`src/rtl/simple_datapath_if.sv`:
```
// Bus between the SimpleComputer controller side and simple_datapath: control word,
// program-store write port and the datapath's architectural outputs.
interface simple_datapath_if #(
   parameter int unsigned W  = 4,
   parameter int unsigned AW = 3,
   parameter int unsigned PW = 3
) ();
   logic [3:0]      ctrl;
   logic            prog_we;
   logic [PW-1:0]   prog_addr;
   logic [W+AW:0]   prog_data;
   logic            opcode;
   logic [W-1:0]    acc;
   logic [PW-1:0]   pc;
   logic            carry;
   logic            mem_wr;
   logic            err;

   modport master (
      output ctrl, prog_we, prog_addr, prog_data,
      input  opcode, acc, pc, carry, mem_wr, err
   );

   modport slave (
      input  ctrl, prog_we, prog_addr, prog_data,
      output opcode, acc, pc, carry, mem_wr, err
   );
endinterface

```
`src/rtl/simple_datapath.sv`:
```
// Execution datapath for the SimpleComputer controller: program store, accumulator,
// operand register and data memory. Define SIMPLE_DP_ADD_SAT_EN for a saturating ADD.
module simple_datapath #(
   parameter int unsigned W  = 4,
   parameter int unsigned AW = 3,
   parameter int unsigned PW = 3
) (
   input logic              clk,
   input logic              reset,
   simple_datapath_if.slave bus
);
   localparam int IW = 1 + W + AW;
   localparam int DD = 1 << AW;
   localparam int PD = 1 << PW;

   logic [IW-1:0] prog_q [PD];
   logic [W-1:0]  dmem_q [DD];

   logic [W-1:0]  a_q, a_d;
   logic [W-1:0]  b_q, b_d;
   logic [PW-1:0] pc_q, pc_d;
   logic          carry_q, carry_d;
   logic          mem_wr_q, mem_wr_d;
   logic          err_q, err_d;
   logic          dmem_we;

   logic [IW-1:0] instr;
   logic          instr_add;
   logic [W-1:0]  instr_imm;
   logic [AW-1:0] instr_addr;

   logic [W:0]    sum;
   logic [W-1:0]  add_res;
   logic          add_carry;

   assign instr      = prog_q[pc_q];
   assign instr_add  = instr[IW-1];
   assign instr_imm  = instr[W+AW-1:AW];
   assign instr_addr = instr[AW-1:0];

   assign sum       = {1'b0, a_q} + {1'b0, b_q};
   assign add_carry = sum[W];
`ifdef SIMPLE_DP_ADD_SAT_EN
   assign add_res   = sum[W] ? {W{1'b1}} : sum[W-1:0];
`else
   assign add_res   = sum[W-1:0];
`endif

   // Anything other than exactly one control bit is illegal and only raises err.
   always_comb begin
      a_d      = a_q;
      b_d      = b_q;
      pc_d     = pc_q;
      carry_d  = carry_q;
      mem_wr_d = 1'b0;
      err_d    = err_q;
      dmem_we  = 1'b0;
      case (bus.ctrl)
         4'b1000: a_d = instr_imm;
         4'b0100: b_d = dmem_q[instr_addr];
         4'b0010: begin
            a_d     = add_res;
            carry_d = add_carry;
         end
         4'b0001: begin
            dmem_we  = 1'b1;
            mem_wr_d = 1'b1;
            pc_d     = pc_q + PW'(1);
         end
         default: err_d = 1'b1;
      endcase
   end

   always_ff @(posedge clk) begin
      if (!reset) begin
         a_q      <= '0;
         b_q      <= '0;
         pc_q     <= '0;
         carry_q  <= 1'b0;
         mem_wr_q <= 1'b0;
         err_q    <= 1'b0;
         for (int i = 0; i < DD; i++) dmem_q[i] <= '0;
         for (int i = 0; i < PD; i++) prog_q[i] <= '0;
      end else begin
         a_q      <= a_d;
         b_q      <= b_d;
         pc_q     <= pc_d;
         carry_q  <= carry_d;
         mem_wr_q <= mem_wr_d;
         err_q    <= err_d;
         if (dmem_we) dmem_q[instr_addr] <= a_q;
         if (bus.prog_we) prog_q[bus.prog_addr] <= bus.prog_data;
      end
   end

   assign bus.opcode = instr_add;
   assign bus.acc    = a_q;
   assign bus.pc     = pc_q;
   assign bus.carry  = carry_q;
   assign bus.mem_wr = mem_wr_q;
   assign bus.err    = err_q;
endmodule

```
`src/flat_wrapper.sv`:
```
// flat-port wrapper written by rule: the top's interface ports become plain ports
module simple_datapath_flat 
#(
   parameter int unsigned W  = 4,
   parameter int unsigned AW = 3,
   parameter int unsigned PW = 3
)
  (clk, reset, bus_ctrl, bus_prog_we, bus_prog_addr, bus_prog_data, bus_opcode, bus_acc, bus_pc, bus_carry, bus_mem_wr, bus_err);
  simple_datapath_if #(.W(W), .AW(AW), .PW(PW)) bus_i ();
  input logic clk;
  input logic reset;
  input wire logic [$bits(bus_i.ctrl)-1:0] bus_ctrl;
  input wire logic [$bits(bus_i.prog_we)-1:0] bus_prog_we;
  input wire logic [$bits(bus_i.prog_addr)-1:0] bus_prog_addr;
  input wire logic [$bits(bus_i.prog_data)-1:0] bus_prog_data;
  output wire logic [$bits(bus_i.opcode)-1:0] bus_opcode;
  output wire logic [$bits(bus_i.acc)-1:0] bus_acc;
  output wire logic [$bits(bus_i.pc)-1:0] bus_pc;
  output wire logic [$bits(bus_i.carry)-1:0] bus_carry;
  output wire logic [$bits(bus_i.mem_wr)-1:0] bus_mem_wr;
  output wire logic [$bits(bus_i.err)-1:0] bus_err;
  assign bus_i.ctrl = bus_ctrl;
  assign bus_i.prog_we = bus_prog_we;
  assign bus_i.prog_addr = bus_prog_addr;
  assign bus_i.prog_data = bus_prog_data;
  assign bus_opcode = bus_i.opcode;
  assign bus_acc = bus_i.acc;
  assign bus_pc = bus_i.pc;
  assign bus_carry = bus_i.carry;
  assign bus_mem_wr = bus_i.mem_wr;
  assign bus_err = bus_i.err;
  simple_datapath #(.W(W), .AW(AW), .PW(PW)) u_core (.clk(clk), .reset(reset), .bus(bus_i));
endmodule
```
`config.mk`:
```
export PLATFORM = sky130hd
export DESIGN_NAME = simple_datapath_flat
export DESIGN_NICKNAME = d
export VERILOG_FILES = /design/src/rtl/simple_datapath_if.sv /design/src/rtl/simple_datapath.sv /design/src/flat_wrapper.sv
export SDC_FILE = /design/constraint.sdc
export NUM_CORES = 1
export LEC_CHECK = 0
export CORE_ASPECT_RATIO = 0.75
export CORE_MARGIN = 1
export CORE_UTILIZATION = 54
export DETAILED_ROUTE_END_ITERATION = 10
export PLACE_DENSITY = 0.8
export SLEW_MARGIN = 15
export SYNTH_ARGS = -nofsm -noshare
export SYNTH_HDL_FRONTEND = slang
export SYNTH_SLANG_ARGS = --single-unit
```
`constraint.sdc`:
```
create_clock -name clk -period 5.3 [get_ports clk]
set_input_delay 0.795 -clock clk [delete_from_list [all_inputs] [get_ports clk]]
set_output_delay 0.795 -clock clk [all_outputs]
set_load 0.1 [all_outputs]
```
* Yosys cells after proc, flatten, opt, wreduce, memory -nomap -nowiden *
Memory sizes are Yosys's and may differ from the RTL's. A register that Yosys moved wholly into a read port is not among the register bits.
Index checks and enable logic that the tools add are counted.

storage, ports and cells
  memory bits (read-only) = 0
  input port bits = 18
  word-level logic and storage cells = 35
  memory bits (writable) = 96
  output and inout bits = 11
  memories = 2
  register bits = 10
  latch bits = 0

memories
  name           words  bits a word  rd ports  clocked after memory_dff  write ports  RTL line               text
  u_core.prog_q  8      8            1         1                         8            simple_datapath.sv:16  logic [IW-1:0] prog_q [PD];
  u_core.dmem_q  8      4            1         1                         8            simple_datapath.sv:17  logic [W-1:0] dmem_q [DD];

operators by class
  bitwise gates (word level) = 0
  eq/ne operators = 4
  divide/modulo/power cells = 0
  $add $sub $neg = 2
  multipliers = 0
  reductions and logical operators = 5
  magnitude comparators = 0
  shift-type cells = 0
  muxes and demuxes = 17

operator list
  operator                                              count
  2-to-1 mux 3 bit                                      4
  2-to-1 mux 1 bit                                      10
  2-to-1 mux 8 bit                                      1
  case mux 4 bit (2 select lines)                       1
  OR reduction 4 bit                                    2
  OR reduction 8 bit                                    1
  adder 4 x 4 -> 5 bit                                  1
  equality test 4 x 1 -> 1 bit (second input constant)  1
  equality test 4 x 2 -> 1 bit (second input constant)  1
  equality test 4 x 3 -> 1 bit (second input constant)  1
  equality test 4 bit (second input constant)           1
  2-to-1 mux 4 bit                                      1
  adder 3 x 1 -> 3 bit (second input constant)          1
  nonzero test 2 bit                                    1
  logical NOT 1 bit                                     1

* Longest topological paths before layout *
Gate-level depths: netlist of the first run.

  depth in word-level cells = 7
  gate-level depth with buffers = 7
  depth with buffers taken out = 7

* Worst setup path before layout of the first run *
No wires, ideal clock.

  path kind = input -> register
  start = input bus_ctrl[0]
  end = memory u_core.dmem_q[6][0], enable pin
  buffers on the path = 1
  data required time = 4992 ps
  stages on the path = 6
  slack = 2711 ps
  arrival time = 2281 ps
  cell sequence = clkbuf_1 > nor4b_1 > nand2_1 > nor2b_1 > nand2_1 > nand2_1

RTL lines
  element             RTL line               text
  start: declaration  flat_wrapper.sv:12     input wire logic [$bits(bus_i.ctrl)-1:0] bus_ctrl;
  end: declaration    simple_datapath.sv:17

==> flow_summary.json, run 1 <==
{
  "numCtsBuffers": 17,
  "cts.repair.resized": 0,
  "grt_pass1_wl_mm": 17.97,
  "vias": 3341,
  "core-area_um2": 9159,
  "cts_tree": "built",
  "syn_nets": 407,
  "clk_path_buf_depth": 2,
  "ff_latch_area_um2": 3223,
  "leakage_nw": 2.223,
  "grt_antenna_before_repair": 0,
  "utilization": 0.6801,
  "r2r_slack_ns": 2.20,
  "drtAntennaViolNets": 0,
  "nFillCells": 624,
  "cpPeakStageDelay_ns": 0.96,
  "die-area_um2": 9966,
  "hold_viol_final": 0,
  "grtUsageTotal": 0.2550,
  "syn_avg_cell_area_um2": 13.49,
  "ir_worst_vdd_v": 0.0002670,
  "netlist_area_um2": 5166,
  "cts.sinks": 113,
  "fin_crit_ns": 3.661,
  "finalSetupViolCount": 0,
  "die-width_um": 114.9,
  "remaining_drc_errors": 0,
  "outcome": "completed",
  "worst_hold_path_type": "reg2reg",
  "drv_cap": 0,
  "wl_met2_mm": 5.357,
  "crit_chain": "mux4_2 -> mux2_2 -> clkdlybuf4s50_1",
  "drive_above_1_share": 0.1512,
  "grt_max_degree": 23,
  "crit_path_end_kind": "output pin",
  "fmax_ghz": 0.2731,
  "finalNonFillerCells": 571,
  "worstPathRequired_ns": 4.51,
  "skew_ns": 0.009360,
  "portBuffers": 28,
  "synth_cells": 383,
  "hold_buffers": 0,
  "wl_per_cell_um": 19.76,
  "grt_pass1_vias": 3534,
  "arrival_ns": 2.87,
  "startpoint_type": "flip-flop",
  "p_per_area_nw_per_um2": 378.4,
  "rsz0062_at_grt": "no",
  "critical_path_class": "reg2out",
  "route.met3.wl_um": 953,
  "final_max_slew_viol_count": 0,
  "drt-total-wl_mm": 11.28,
  "cp_slowest_cell": "clkdlybuf4s50_1",
  "relSlewSlack": 0.3288,
  "post_drt_via_cell_ratio": 5.851,
  "r2r_cells": 5,
  "multi_input_area_um2": 1852,
  "floorplan.rows": 30,
  "synth_warnings": 0,
  "dpl.hpwl_mm": 7.331,
  "tightest_slew_ns": 1.004,
  "insertion_delay_ns": 0.41,
  "area_growth_syn_to_layout_pct": 20.56,
  "die_h_um": 86.71,
  "yosysSeqAreaShare": 0.6239,
  "drt_iter0_drc": 328,
  "place_inst": 539,
  "start_util": 0.5641,
  "ys_ff_latch": 113,
  "nets": 454,
  "r2r-end": "u_core.dmem_q[6][0]$_SDFFCE_PN0P_",
  "critPathMaxFanout": 16,
  "diodes": 0,
  "dr.max_layer_used": "met4",
  "dr.pass1.iters": 5,
  "cts_setup_buffers": 0,
  "globalplace.congestion": 0.7918,
  "grt-ovfl-total": 0,
  "synth_cell_type_count": 38,
  "cts_root_buf": "clkbuf_16",
  "critPathCapture": "bus_opcode",
  "min_period_over_period": 0.6908,
  "clk_pin_slew_ns": 0.05,
  "wl_met1_mm": 4.748,
  "ioPinCount": 29,
  "min_path_cells": 1,
  "ctsHtreeMaxLevel": 4,
  "setup_tns_ns": 0
}
per-stage QoR:
stage	instance area [µm²]	total power, mW	setup WS (ns)	hold slack [ns]
detailed placement	5628	1.208	1.890	0.4620
global placement	5628	1.201	1.948	0.4475
floorplan	5166	1.146	2.711	0.4456
global route	6228	2.416	1.562	0.4970
finish	6228	2.357	1.639	0.4684
CTS	6228	2.360	1.615	0.4745
layout make-up:
class                      count  area share
clock buffer                  19     0.06951
clock inverter                13     0.02692
inverter                       8    0.004821
multi-input combinational    251      0.2973
sequential                   113      0.5175
tap                          128     0.02571
timing repair buffer          39     0.05826
power breakdown:
part	internal, mW	switching, mW
Clock	0.777	0.386
Sequential	1.01	0.0162
Combinational	0.0648	0.105
how the worst min path moves through the flow:
stage	start	slack, ns	endpoint
2_1_floorplan	u_core.b_q[0]$_SDFFE_PN0P_	0.45	u_core.b_q[0]$_SDFFE_PN0P_
3_3_place_gp	u_core.bus.err$_SDFFE_PN0N_	0.45	u_core.bus.err$_SDFFE_PN0N_
3_5_place_dp	u_core.bus.err$_SDFFE_PN0N_	0.46	u_core.bus.err$_SDFFE_PN0N_
4_1_cts	u_core.bus.err$_SDFFE_PN0N_	0.47	u_core.bus.err$_SDFFE_PN0N_
5_1_grt	u_core.bus.err$_SDFFE_PN0N_	0.50	u_core.bus.err$_SDFFE_PN0N_
6_report	u_core.bus.err$_SDFFE_PN0N_	0.47	u_core.bus.err$_SDFFE_PN0N_
cell families (layout without fill, tap and decap cells):
group	after synthesis	in the layout	synth area share
muxes	39	39	0.1221
adders and majority gates	6	6	0.01598
DFF	113	113	0.6239
xor gates and xnor gates	5	5	0.008478
AOI/OAI and AO/OA	37	37	0.04529
and+or+nand+nor	164	164	0.1666
buffers and inverters	19	79	0.01768
state kept, by name, summed over array words and instances (netlist names), named ones only:
| register | count |
|---|---|
| u_core.dmem_q | 32 |
| u_core.prog_q | 64 |
| u_core.b_q | 4 |
| u_core.bus.acc | 4 |
| u_core.bus.carry | 1 |
| u_core.bus.pc | 3 |
| u_core.bus.mem_wr | 1 |
| u_core.bus.err | 1 |
critical path, delay by kind of cell, from the launching register on:
kind	cells	cell delay, ns
buf+inv	1	0.96
flops	1	0.80
mux	2	0.68
per-layer routing:
metal,GRT usage,up-vias
li1,-,1498
met1,0.3275,1644
met2,0.4058,178
met3,0.07622,21
met4,0.1110,0
met5,0,-
layout by cell type, fill, tap and decap left out, types with 5 or more instances in the layout:
| cell type | Yosys | layout |
|---|---|---|
| edfxtp_1 | 96 | 96 |
| and2_1 | 67 | 67 |
| nor2_1 | 43 | 43 |
| nand2_1 | 28 | 28 |
| clkdlybuf4s50_1 | 0 | 28 |
| dfxtp_1 | 17 | 17 |
| clkbuf_16 | 0 | 17 |
| mux4_2 | 13 | 13 |
| mux2_2 | 13 | 13 |
| o21ai_0 | 12 | 12 |
| buf_4 | 0 | 11 |
| mux2i_1 | 9 | 9 |
| a21oi_1 | 8 | 8 |
| inv_1 | 7 | 7 |
| nand2b_1 | 7 | 7 |
| nor3_1 | 5 | 5 |
| nor2b_1 | 5 | 5 |
| ha_1 | 5 | 5 |
cells in the mapped netlist:
cell	instances	area (µm²)
a211oi_1	3	22.52
a21o_1	3	22.52
a21oi_1	8	40.04
a222oi_1	4	40.04
a31oi_1	3	18.77
and2_1	67	419.2
buf_2	1	5.000
buf_6	1	11.26
buf_8	1	15.01
clkbuf_1	8	30.03
clkinv_1	1	3.750
dfxtp_1	17	340.3
edfxtp_1	96	2883
fa_1	1	20.02
ha_1	5	62.56
inv_1	7	26.28
mux2_2	13	146.4
mux2i_1	9	90.09
mux2i_4	1	22.52
mux4_1	3	78.83
mux4_2	13	292.8
nand2_1	28	105.1
nand2b_1	7	43.79
nand3_1	2	10.01
nand3b_1	2	15.01
nor2_1	43	161.4
nor2b_1	5	31.28
nor3_1	5	25.02
nor4b_1	3	26.28
nor4b_2	1	15.01
o21a_1	1	7.510
o21ai_0	12	60.06
o21ai_1	1	5.000
o2bb2ai_1	1	8.760
o311ai_0	1	8.760
or3b_2	1	8.760
xnor2_1	3	26.28
xor2_1	2	17.52
Note: power is estimated with default switching activity, not from simulation.
==> run 2, diff against run 1 <==
==> constraint.sdc (replaced) <==
create_clock -name clk -period 3.4 [get_ports clk]
set_input_delay 0.51 -clock clk [delete_from_list [all_inputs] [get_ports clk]]
set_output_delay 0.51 -clock clk [all_outputs]
set_load 0.1 [all_outputs]
==> run 2 against run 1 <==
Utilization increased by 0.22 points; clock power rose by 45%; critical path depth is 3 higher; cell count rose by 1.2%; first-iteration DRC count fell by 14%; flip-flop and latch count stayed put; largest power group unchanged; worst hold slack worse by 0.0064 ns; count of clock-buffer cells in the layout shrank 2; total power is 51% higher.
==> flow_summary.json, run 2 (synthesis gave the netlist of run 1 again) <==
{
  "outcome": "completed",
  "ctsHtreeMaxLevel": 4,
  "cts_setup_buffers": 0,
  "worst_hold_path_type": "reg2reg",
  "final_cell_area_um2": 6248,
  "post_drt_via_cell_ratio": 5.678,
  "hold_viol_final": 0,
  "wl_per_cell_um": 18.84,
  "crit_path_end_kind": "flip-flop",
  "drtAntennaViolNets": 0,
  "p_per_area_nw_per_um2": 567.7,
  "place_inst": 546,
  "drt_iter0_drc": 282,
  "grt-ovfl-total": 0,
  "use_met1": 0.3344,
  "met3_usage": 0.09091,
  "met2_usage": 0.3483,
  "final_common_cell": "edfxtp_1",
  "remaining_drc_errors": 0,
  "cts.repair.resized": 0,
  "cts_root_buf": "clkbuf_16",
  "net-switching-power_mw": 0.8065,
  "startpoint_type": "flip-flop",
  "dr.pass1.iters": 5,
  "path_buf_inv": 1,
  "globalplace.congestion": 0.8838,
  "start_util": 0.5641,
  "fin_ws_ns": 0.5219,
  "cell_internal_pwr_mw": 2.741,
  "ir_worst_vdd_v": 0.0003633,
  "largestRegisters": "u_core.prog_q: 64 flops, u_core.dmem_q: 32 flops",
  "core-area_um2": 9159,
  "switching_share": 0.2274,
  "path_delay_family": "multiplexers",
  "crit_chain": "mux4_2 -> mux2i_4 -> buf_4 -> mux2_2 -> a222oi_1 -> a31oi_1",
  "cts_tree": "built",
  "relSlewSlack": 0.3336,
  "portBuffers": 28,
  "worstPathRequired_ns": 3.67,
  "die_h_um": 86.71,
  "placed_area_um2": 5678,
  "dp_worst_setup_slack_ns": 0.6058,
  "min_period_over_period": 0.8465,
  "grt_max_degree": 24,
  "fmax_ghz": 0.3474,
  "setup_tns_ns": 0,
  "tightest_slew_ns": 0.9964,
  "hold_buffers": 0,
  "seqPwrFrac": 0.451,
  "arrival_ns": 3.15,
  "cp_slowest_cell": "dfxtp_1",
  "floorplan.rows": 30,
  "skew_ns": 0.01025,
  "clk_path_buf_depth": 2,
  "grt_pass1_vias": 3240,
  "rsz0062_at_grt": "no",
  "final_max_slew_viol_count": 0,
  "finalNonFillerCells": 578,
  "diodes": 0,
  "ioPinCount": 29,
  "grt_antenna_before_repair": 0,
  "grt_pass1_wl_mm": 17.07,
  "nets": 461,
  "clkPwrFrac": 0.474,
  "grtUsageTotal": 0.2430,
  "fin_crit_ns": 2.878,
  "critical_path_class": "reg2reg",
  "cts.sinks": 113,
  "largest_reg_flops": 64,
  "dpl.hpwl_mm": 7.584,
  "busiest_layer": "met2",
  "die-area_um2": 9966,
  "drt-total-wl_mm": 10.89,
  "numCtsBuffers": 17,
  "leakage_nw": 2.220,
  "p_comb_frac": 0.076,
  "clk_pin_slew_ns": 0.06,
  "drv_cap": 0,
  "critPathMaxFanout": 11,
  "drive_above_1_share": 0.1711,
  "vias": 3282,
  "die-width_um": 114.9,
  "finalSetupViolCount": 0,
  "regMostFlops": "u_core.prog_q",
  "cpPeakStageDelay_ns": 0.63,
  "insertion_delay_ns": 0.41,
  "final_cell_mix": "edfxtp_1 (96), and2_1 (67), nor2_1 (43)",
  "area_growth_syn_to_layout_pct": 20.95
}
run 2: cell count changes in the layout (fill, tap and decap cells not counted):
cell and delta:
buf_4 +8, bufinv_16 -2, clkbuf_1 -2, clkdlybuf4s50_1 -1, clkinv_2 -3, clkinvlp_4 +7
run 2: power groups by stage:
stage	sequential (mW)	clock [mW]	combinational, mW
after floorplan	1.64	0	0.145
after global placement	1.62	0	0.259
after detailed placement	1.63	0	0.265
after CTS	1.60	1.69	0.267
after global routing	1.60	1.75	0.286
final	1.60	1.68	0.269
run 2: through the flow:
stage	total power [mW]	utilization	hold WS, ns
2_1_floorplan	1.787	-	0.4456
3_3_place_gp	1.881	0.6199	0.4473
3_5_place_dp	1.890	0.6199	0.4536
4_1_cts	3.557	0.6822	0.4666
5_1_grt	3.642	0.6822	0.4789
6_report	3.547	0.6822	0.4620
run 2: routing by layer:
layer  wire (µm)  vias to the layer above
met2        4901                      148
met4         181                        0
met5           0                        -
met1        4827                     1603
met3         982                       20
li1            -                     1511
run 2: final timing paths:
kind	startpoint	endpoint	slack [ns]	cells after the start
hold / removal	u_core.bus.err$_SDFFE_PN0N_	u_core.bus.err$_SDFFE_PN0N_	0.46	1
setup / recovery	flip-flop	u_core.b_q[2]$_SDFFE_PN0P_	0.52	6
hold reg to reg	u_core.bus.err$_SDFFE_PN0N_	u_core.bus.err$_SDFFE_PN0N_	0.46	1
setup reg to reg	flip-flop	u_core.b_q[2]$_SDFFE_PN0P_	0.52	6
run 2: layout make-up:
class / count / area [µm²]
Clock buffer: 17 / 425.4
Clock inverter: 15 / 145.1
Fill cell: 629 / 2910
Inverter: 8 / 30.03
Multi-Input combinational cell: 251 / 1852
Sequential cell: 113 / 3223
Tap cell: 128 / 160.2
Timing Repair Buffer: 46 / 412.9
run 2: worst reg2reg max path: stages (launching register included):
cell and delay, ns:
dfxtp_1 0.63, mux4_2 0.43, mux2i_4 0.41, buf_4 0.27
mux2_2 0.36, a222oi_1 0.48, a31oi_1 0.16
==> run 3, diff against run 2 <==
==> constraint.sdc (replaced) <==
create_clock -name clk -period 2.72 [get_ports clk]
set_input_delay 0.408 -clock clk [delete_from_list [all_inputs] [get_ports clk]]
set_output_delay 0.408 -clock clk [all_outputs]
set_load 0.1 [all_outputs]
==> run 3 against run 2 <==
Clock power grew 40%; sequential power grew 25%; highest routed layer unchanged; critical path depth shrank 2; flip-flop and latch count is the same; sequential share of layout area shrank 0.89 points; critical endpoint is now bus_opcode; utilization grew 1.2 points; count of clock-buffer cells in the layout grew 1; largest power group unchanged; wire length grew 8.8%.
==> flow_summary.json, run 3 (synthesis gave the netlist of run 1 again) <==
{
  "outcome": "completed",
  "cpPeakStageDelay_ns": 0.56,
  "die-width_um": 114.9,
  "r2r-end": "u_core.dmem_q[2][1]$_SDFFCE_PN0P_",
  "floorplan.rows": 30,
  "drt-total-wl_mm": 11.86,
  "startpoint_type": "flip-flop",
  "hold_viol_final": 0,
  "crit_chain": "buf_4 -> mux4_2 -> mux2_2 -> buf_12",
  "crit_path_end_kind": "output pin",
  "ioPinCount": 29,
  "grt_pass1_vias": 3343,
  "met3_usage": 0.07762,
  "vias": 3404,
  "busiest_layer": "met2",
  "arrival_ns": 2.18,
  "insertion_delay_ns": 0.42,
  "use_met1": 0.3686,
  "nFillCells": 626,
  "clk_pin_slew_ns": 0.05,
  "met2_usage": 0.4003,
  "ir_worst_vdd_v": 0.0004837,
  "min_period_over_period": 0.9496,
  "p_per_area_nw_per_um2": 740.1,
  "nets": 469,
  "path_delay_family": "multiplexers",
  "clk_path_buf_depth": 2,
  "cts_tree": "built",
  "start_util": 0.5641,
  "numCtsBuffers": 17,
  "multi_input_area_um2": 1852,
  "finalSetupViolCount": 0,
  "relSlewSlack": 0.5377,
  "fmax_ghz": 0.3871,
  "post_drt_via_cell_ratio": 5.819,
  "critPathMaxFanout": 8,
  "placed_area_um2": 5695,
  "grtUsageTotal": 0.2646,
  "diodes": 0,
  "ctsHtreeMaxLevel": 4,
  "critical_path_class": "reg2out",
  "drv_cap": 0,
  "leakage_nw": 2.337,
  "final_common_cell": "edfxtp_1",
  "grt_max_degree": 18,
  "r2r_cells": 5,
  "cts_root_buf": "clkbuf_16",
  "tightest_slew_ns": 0.6862,
  "grt_antenna_before_repair": 0,
  "wl_per_cell_um": 20.26,
  "skew_ns": 0.01908,
  "portBuffers": 28,
  "drt_iter0_drc": 336,
  "area_growth_syn_to_layout_pct": 23.13,
  "hold_buffers": 0,
  "cts.sinks": 113,
  "dpl.hpwl_mm": 8.022,
  "core-area_um2": 9159,
  "regMostFlops": "u_core.prog_q",
  "grt-ovfl-total": 0,
  "die_h_um": 86.71,
  "largestRegisters": "u_core.prog_q: 64 flops, u_core.dmem_q: 32 flops",
  "setup_tns_ns": 0,
  "fin_crit_ns": 2.583,
  "drive_above_1_share": 0.2079,
  "r2r_slack_ns": 0.19,
  "final_cell_mix": "edfxtp_1 (96), and2_1 (67), nor2_1 (43)",
  "die-area_um2": 9966,
  "final_cell_area_um2": 6361,
  "globalplace.congestion": 0.8677,
  "dr.pass1.iters": 6,
  "remaining_drc_errors": 0,
  "final_max_slew_viol_count": 0,
  "ff_latch_area_um2": 3224,
  "worst_hold_path_type": "reg2reg",
  "rsz0062_at_grt": "no",
  "critPathCapture": "bus_opcode",
  "path_buf_inv": 2,
  "largest_reg_flops": 64,
  "path_depth": 4,
  "worstPathRequired_ns": 2.31,
  "cp_slowest_cell": "mux4_2",
  "drtAntennaViolNets": 0,
  "grt_pass1_wl_mm": 18.42
}
## run 3: report_power, final
group          internal (mW)  switching (mW)  leakage [nW]
Combinational          0.143           0.209         0.953
Sequential              1.97          0.0370          1.08
Clock                   1.60           0.750         0.300
## run 3: layout make-up
| class | instances | share of cell area |
|---|---|---|
| clock inverter | 13 | 0.03029 |
| sequential | 113 | 0.5069 |
| tap | 128 | 0.02518 |
| inverter | 8 | 0.004721 |
| multi-input combinational | 251 | 0.2911 |
| clock buffer | 18 | 0.06747 |
| timing repair buffer | 54 | 0.07435 |
## run 3: metrics by stage
step	util	std cells	setup WS [ns]	power [mW]	hold slack, ns
finish	0.6945	585	0.1370	4.708	0.4692
global route	0.6945	585	0.03464	4.825	0.5125
CTS	0.6945	585	0.1107	4.712	0.4812
detailed placement	0.6219	550	-0.01222	2.368	0.4687
global placement	0.6219	550	0.07189	2.354	0.4513
floorplan	-	383	0.2903	2.234	0.4456
## run 3: routing by layer
metal	part of all wire	routed length, µm
met4	0.019	220
met2	0.47	5545
met3	0.095	1121
met5	0	0
met1	0.42	4968
## run 3: worst min-delay path by stage
| stage | from | end | slack (ns) | cells past startpoint |
|---|---|---|---|---|
| after floorplan | u_core.b_q[0]$_SDFFE_PN0P_ | u_core.b_q[0]$_SDFFE_PN0P_ | 0.45 | 2 |
| after global placement | u_core.bus.err$_SDFFE_PN0N_ | u_core.bus.err$_SDFFE_PN0N_ | 0.45 | 1 |
| after detailed placement | u_core.bus.err$_SDFFE_PN0N_ | u_core.bus.err$_SDFFE_PN0N_ | 0.47 | 1 |
| after CTS | u_core.bus.err$_SDFFE_PN0N_ | u_core.bus.err$_SDFFE_PN0N_ | 0.48 | 1 |
| after global routing | u_core.bus.err$_SDFFE_PN0N_ | u_core.bus.err$_SDFFE_PN0N_ | 0.51 | 1 |
| final | u_core.bus.err$_SDFFE_PN0N_ | u_core.bus.err$_SDFFE_PN0N_ | 0.47 | 1 |
## run 3: what timing repair did
item	in CTS	in global routing
endpoints found under the setup margin	18	0
buffers inserted	4	0
resized for setup	1	0
